--- src/rtl/reg_bank4x16_pkg.sv ---
// -----------------------------------------------------------------------------
// reg_bank4x16_pkg
// Shared constants for the Level-01 register bank: datapath word width,
// symbolic register indices, the default reset/clear value and a one-hot
// write-address decoder.
// No ports (package).
// -----------------------------------------------------------------------------
package reg_bank4x16_pkg;

    localparam int WORD_W = 16;

    typedef logic [WORD_W-1:0] word_t;
    typedef logic [1:0]        reg_idx_t;

    localparam reg_idx_t REG_R0 = 2'd0;
    localparam reg_idx_t REG_R1 = 2'd1;
    localparam reg_idx_t REG_R2 = 2'd2;
    localparam reg_idx_t REG_R3 = 2'd3;

    localparam word_t DEFAULT_RESET_VAL = 16'h0000;

    // One-hot decode of a register index into the four storage slots.
    function automatic logic [3:0] addr_decode(input reg_idx_t idx);
        return 4'b0001 << idx;
    endfunction

endpackage

--- src/rtl/reg_bank4x16_mux.sv ---
// -----------------------------------------------------------------------------
// reg_bank4x16_mux
// Datapath selector primitives used by the register bank read ports.
//   mux4way16 : in0..in3 (16b), sel (2b) -> y (16b), y = in[sel]
//   mux16     : a, b (16b), sel (1b)      -> y (16b), y = sel ? b : a
// -----------------------------------------------------------------------------
module mux4way16
    import reg_bank4x16_pkg::*;
(
    input  logic [WORD_W-1:0] in0,
    input  logic [WORD_W-1:0] in1,
    input  logic [WORD_W-1:0] in2,
    input  logic [WORD_W-1:0] in3,
    input  logic [1:0]        sel,
    output logic [WORD_W-1:0] y
);

    always_comb begin
        case (sel)
            REG_R0:  y = in0;
            REG_R1:  y = in1;
            REG_R2:  y = in2;
            default: y = in3;
        endcase
    end

endmodule

module mux16
    import reg_bank4x16_pkg::*;
(
    input  logic [WORD_W-1:0] a,
    input  logic [WORD_W-1:0] b,
    input  logic              sel,
    output logic [WORD_W-1:0] y
);

    assign y = sel ? b : a;

endmodule

--- src/rtl/reg_bank4x16.sv ---
// -----------------------------------------------------------------------------
// reg_bank4x16
// Four-entry, 16-bit register bank with two combinational select-read ports,
// one write port, synchronous clear, per-register dirty flags and a
// modulo-256 write counter.
// Ports:
//   clk, rst_n             clock, asynchronous active-low reset
//   wr_en/wr_addr/wr_data  write strobe, destination index, write data
//   clr                    synchronous clear (wins over a same-cycle write)
//   rd_sel_a/rd_data_a     read port A (0-cycle latency, optional bypass)
//   rd_sel_b/rd_data_b     read port B (0-cycle latency, optional bypass)
//   q0..q3                 stored register contents, never bypassed
//   dirty                  dirty[i] set once register i written since reset/clr
//   wr_cnt                 count of accepted writes, wraps at 256
// Parameters:
//   RESET_VAL  value loaded on reset and on clr
//   BYPASS     1: a read port selecting the register being written returns
//              wr_data in the same cycle
// -----------------------------------------------------------------------------
module reg_bank4x16
    import reg_bank4x16_pkg::*;
#(
    parameter logic [WORD_W-1:0] RESET_VAL = DEFAULT_RESET_VAL,
    parameter bit                BYPASS    = 1'b1
)(
    input  logic              clk,
    input  logic              rst_n,
    input  logic              wr_en,
    input  logic [1:0]        wr_addr,
    input  logic [WORD_W-1:0] wr_data,
    input  logic              clr,
    input  logic [1:0]        rd_sel_a,
    output logic [WORD_W-1:0] rd_data_a,
    input  logic [1:0]        rd_sel_b,
    output logic [WORD_W-1:0] rd_data_b,
    output logic [WORD_W-1:0] q0,
    output logic [WORD_W-1:0] q1,
    output logic [WORD_W-1:0] q2,
    output logic [WORD_W-1:0] q3,
    output logic [3:0]        dirty,
    output logic [7:0]        wr_cnt
);

    word_t      regs_q [4];
    word_t      regs_d [4];
    logic [3:0] dirty_q, dirty_d;
    logic [7:0] wr_cnt_q, wr_cnt_d;
    logic [3:0] wr_sel;

    word_t      sel_a, sel_b;
    logic       wr_live;
    logic       byp_a, byp_b;

    assign wr_sel = addr_decode(wr_addr);

    // Next-state: clear beats write, and a dropped write is not counted.
    always_comb begin
        regs_d   = regs_q;
        dirty_d  = dirty_q;
        wr_cnt_d = wr_cnt_q;
        if (clr) begin
            for (int i = 0; i < 4; i++) begin
                regs_d[i] = RESET_VAL;
            end
            dirty_d  = 4'b0000;
            wr_cnt_d = 8'h00;
        end else if (wr_en) begin
            for (int i = 0; i < 4; i++) begin
                if (wr_sel[i]) begin
                    regs_d[i] = wr_data;
                end
            end
            dirty_d  = dirty_q | wr_sel;
            wr_cnt_d = wr_cnt_q + 8'd1;
        end
    end

    always_ff @(posedge clk or negedge rst_n) begin
        if (!rst_n) begin
            for (int i = 0; i < 4; i++) begin
                regs_q[i] <= RESET_VAL;
            end
            dirty_q  <= 4'b0000;
            wr_cnt_q <= 8'h00;
        end else begin
            for (int i = 0; i < 4; i++) begin
                regs_q[i] <= regs_d[i];
            end
            dirty_q  <= dirty_d;
            wr_cnt_q <= wr_cnt_d;
        end
    end

    assign q0     = regs_q[0];
    assign q1     = regs_q[1];
    assign q2     = regs_q[2];
    assign q3     = regs_q[3];
    assign dirty  = dirty_q;
    assign wr_cnt = wr_cnt_q;

    // A write only forwards when it will actually land; gating with rst_n
    // keeps the read ports at RESET_VAL while reset is held.
    assign wr_live = BYPASS && rst_n && wr_en && !clr;
    assign byp_a   = wr_live && (rd_sel_a == wr_addr);
    assign byp_b   = wr_live && (rd_sel_b == wr_addr);

    mux4way16 u_sel_a (
        .in0 (regs_q[0]),
        .in1 (regs_q[1]),
        .in2 (regs_q[2]),
        .in3 (regs_q[3]),
        .sel (rd_sel_a),
        .y   (sel_a)
    );

    mux4way16 u_sel_b (
        .in0 (regs_q[0]),
        .in1 (regs_q[1]),
        .in2 (regs_q[2]),
        .in3 (regs_q[3]),
        .sel (rd_sel_b),
        .y   (sel_b)
    );

    mux16 u_byp_a (
        .a   (sel_a),
        .b   (wr_data),
        .sel (byp_a),
        .y   (rd_data_a)
    );

    mux16 u_byp_b (
        .a   (sel_b),
        .b   (wr_data),
        .sel (byp_b),
        .y   (rd_data_b)
    );

endmodule

--- config.mk ---
export PLATFORM = sky130hd
export DESIGN_NAME = reg_bank4x16
export DESIGN_NICKNAME = d
export VERILOG_FILES = /design/src/rtl/reg_bank4x16_pkg.sv /design/src/rtl/reg_bank4x16_mux.sv /design/src/rtl/reg_bank4x16.sv
export SDC_FILE = /design/constraint.sdc
export NUM_CORES = 1
export LEC_CHECK = 0
export BUFFER_PORTS_ARGS = -buffer_cell sky130_fd_sc_hd__buf_2
export CAP_MARGIN = 20
export CORE_ASPECT_RATIO = 1.75
export CORE_MARGIN = 2
export CORE_UTILIZATION = 50
export CTS_CLUSTER_DIAMETER = 40
export DETAILED_ROUTE_END_ITERATION = 10
export GPL_TIMING_DRIVEN = 0
export PLACE_DENSITY = 0.76
export SYNTH_ARGS = -nofsm -noshare
export SYNTH_HDL_FRONTEND = slang
export SYNTH_SLANG_ARGS = --single-unit
--- constraint.sdc ---
create_clock -name clk -period 3.8 [get_ports clk]
set_input_delay 0.38 -clock clk [delete_from_list [all_inputs] [get_ports clk]]
set_output_delay 0.38 -clock clk [all_outputs]
set_load 0.01 [all_outputs]
==> impl_metrics.py <==
metrics = {
    "run_status": {
        "status": "completed",
    },
    "setup_path": {
        "cp.required_ns": 3.42,
        "critPathLaunchType": "input port",
        "crit_fanout": 55,
        "critPathMaxStageDelay_ns": 0.53,
        "worstPathCellList": "dlygate4sd3_1, buf_4, buf_16, nand3b_4, nor3_4, buf_8, mux2_2, buf_2",
        "path_class": "input port to output pin",
        "crit_arrival_ns": 2.92,
        "cp_slowest_cell": "dlygate4sd3_1",
        "cp-end-kind": "output pin",
    },
    "sta": {
        "fmax_ghz": 0.3030,
        "tightest_slew_ns": 0.8820,
        "finalSetupViolCount": 0,
        "slew_headroom": 0.4120,
        "layout_min_cycle_time_ns": 3.300,
        "finClkSkew_ns": 0.003393,
        "period_share": 0.8684,
        "grt_setup_unrepaired": "false",
        "final_max_slew_viol_count": 0,
        "fin_setup_tns_ns": 0,
        "hold_viol": 0,
    },
    "synthesis": {
        "ys_warn_count": 0,
        "synth.distinct_cells": 34,
        "synth_commonest_cells": "nand2_1 (130), dfrtp_1 (76), a21oi_1 (67)",
        "synthTopCellsByArea": "dfrtp_1 (43%), mux4_2 (16%), nand2_1 (11%), mux2_2 (7.7%), a21oi_1 (7.6%)",
        "synth_top_area_cell": "dfrtp_1",
        "yosysTopAreaCellShare": 0.4329,
        "syn_area_per_cell_um2": 10.59,
        "yosys_most_used_dff": "dfrtp_1",
        "syn_nets": 442,
        "synthCells": 415,
        "ys_seq_area_frac": 0.4329,
        "ys_seq_elements": 76,
        "post-synth-top-count-cell": "nand2_1",
        "async_flop_share": 1.000,
        "synth_edf_count": 0,
        "synth_area_um2": 4393,
    },
    "cts": {
        "h-tree-depth": 3,
        "clock-sinks": 76,
        "cts_buffers": 9,
        "insertion_delay_ns": 0.34,
        "cts.path.max_buffers": 2,
        "cts-root-buf": "clkbuf_16",
        "cts_tree": "done",
        "cts_setup_buffers": 0,
        "clk_pin_slew_ns": 0.06,
    },
    "power": {
        "power_density_nw_per_um2": 361.0,
        "intPower_mw": 1.470,
        "pwr-share-clk": 0.415,
        "sw_frac_of_total": 0.2600,
        "switching_power_mw": 0.5167,
        "power.total_mw": 1.987,
        "p_leak_nw": 2.692,
        "sequentialPowerShare": 0.434,
        "peakVddDrop_v": 0.0003363,
        "comb_power_share": 0.151,
    },
    "flow_run": {
        "maxCapViolations": 0,
    },
    "detailed_routing": {
        "antenna_left": 0,
        "drc": 0,
        "dr.pass1.iters": 5,
        "wl_per_cell_um": 19.34,
        "wl_mm": 13.08,
        "drt_iter0_markers": 363,
        "via_per_inst": 5.821,
        "via_count": 3935,
    },
    "grt": {
        "grt_pass1_wl_mm": 20.21,
        "grt_max_degree": 56,
        "gr-total-overflow": 0,
        "grt_pass1_vias": 3884,
        "grt_usage": 0.2846,
        "antenna_found_initial": 0,
    },
    "finish": {
        "drive_above_1_share": 0.4204,
        "num_antenna_cells": 0,
        "area_growth_pct": 25.29,
        "fillers": 712,
        "fin_nets": 582,
        "fin_area_um2": 5504,
    },
    "floorplan": {
        "die_x_um": 74.86,
        "ioPinCount": 134,
        "fp.dieH_um": 128.0,
        "start_util": 0.5099,
        "num_rows": 45,
        "core-area_um2": 8615,
        "dieArea_um2": 9581,
    },
    "placed_design": {
        "placedInstanceArea_um2": 5205,
        "place_hpwl_mm": 9.376,
        "io_buffers": 127,
        "gp_congestion": 0.8253,
    },
    "worst_hold_path": {
        "hp-class": "input port to flop",
    },
}
-- stage by stage --
step	setup WS [ns]	instances	utilization	hold WS, ns
floorplan	1.879	415	-	0.08441
global placement	0.2536	659	0.6007	0.4783
detailed placement	1.006	660	0.6042	0.3037
CTS	0.4639	676	0.6389	0.3182
global route	0.3413	676	0.6389	0.3393
finish	0.5001	676	0.6389	0.3276
-- cell usage in the layout (no fill, tap or decap), types with 2 or more instances in the layout --
cell	instances
a21oi_1	67
and3b_1	2
buf_2	137
buf_4	2
buf_6	9
buf_8	2
clkbuf_1	10
clkbuf_16	9
clkbuf_8	4
dfrtp_1	76
mux2_2	30
mux4_2	32
nand2_1	130
nand3_1	3
nand3b_1	2
nor2_1	13
nor3_4	2
o21ai_0	2
or3_1	2
xor2_1	6
-- area by class of cell --
type,count,area (um2),share of cell area
timing repair buffer,129,675.6,0.1228
inverter,1,3.754,0.0006820
multi-input combinational,305,2256,0.4099
sequential,76,1902,0.3455
clock inverter,1,5.005,0.0009093
clock buffer,14,284.0,0.05160
buffer,33,231.5,0.04206
tap,117,146.4,0.02660
-- sequential cells by signal, summed over array words and instances, names as in the netlist --
signal  cells
dirty       4
q0         16
q1         16
q2         16
q3         16
wr_cnt      8
-- logic make-up (layout without fill, tap and decap cells) --
family	count (synthesis)	after routing	synth area share
flip-flops	76	76	0.4329
AO/OA/AOI/OAI	70	70	0.08032
AND/OR/NAND/NOR	161	161	0.1635
adder cells (fa/ha/maj)	1	1	0.002848
multiplexers	65	65	0.2492
buffers and inverters	34	178	0.05354
XOR/XNOR	8	8	0.01766
-- power by group through the flow --
stage                     Sequential (mW)  Clock, mW  Combinational [mW]
after floorplan                     0.883          0               0.160
after global placement              0.875          0               0.288
after detailed placement            0.877          0               0.299
after CTS                           0.863      0.831               0.301
after global routing                0.867      0.865               0.325
final                               0.863      0.824               0.300
-- timing repair --
action,CTS,global route
gates resized for setup,0,0
hold buffers,1,0
hold endpoints to repair,22,0
-- metal layers --
layer  GRT usage  wire, um  vias up
li1            -         -     1738
met2      0.4768      7147      196
met5           0         0        -
met1      0.3426      4674     1958
met4      0.1387       438        0
met3     0.05346       815       43
-- final timing paths --
path                             start      endpoint  slack, ns  cells past startpoint
max reg2reg                  wr_cnt[0]     wr_cnt[6]       2.49                      4
min                        wr_data[11]        q2[11]       0.33                      3
max                              rst_n  rd_data_b[9]       0.50                      8
min reg2reg                   dirty[0]      dirty[0]       0.50                      2
max in group asynchronous        rst_n         q0[0]       2.73                      3
min in group asynchronous        rst_n     wr_cnt[1]       0.49                      2
-- worst max-delay path: cells and delay by family --
family	cells	cell delay [ns]
buffers and inverters	5	1.53
multiplexers	1	0.35
AND/OR/NAND/NOR	2	0.64
Power figures use the tool's default switching activity.
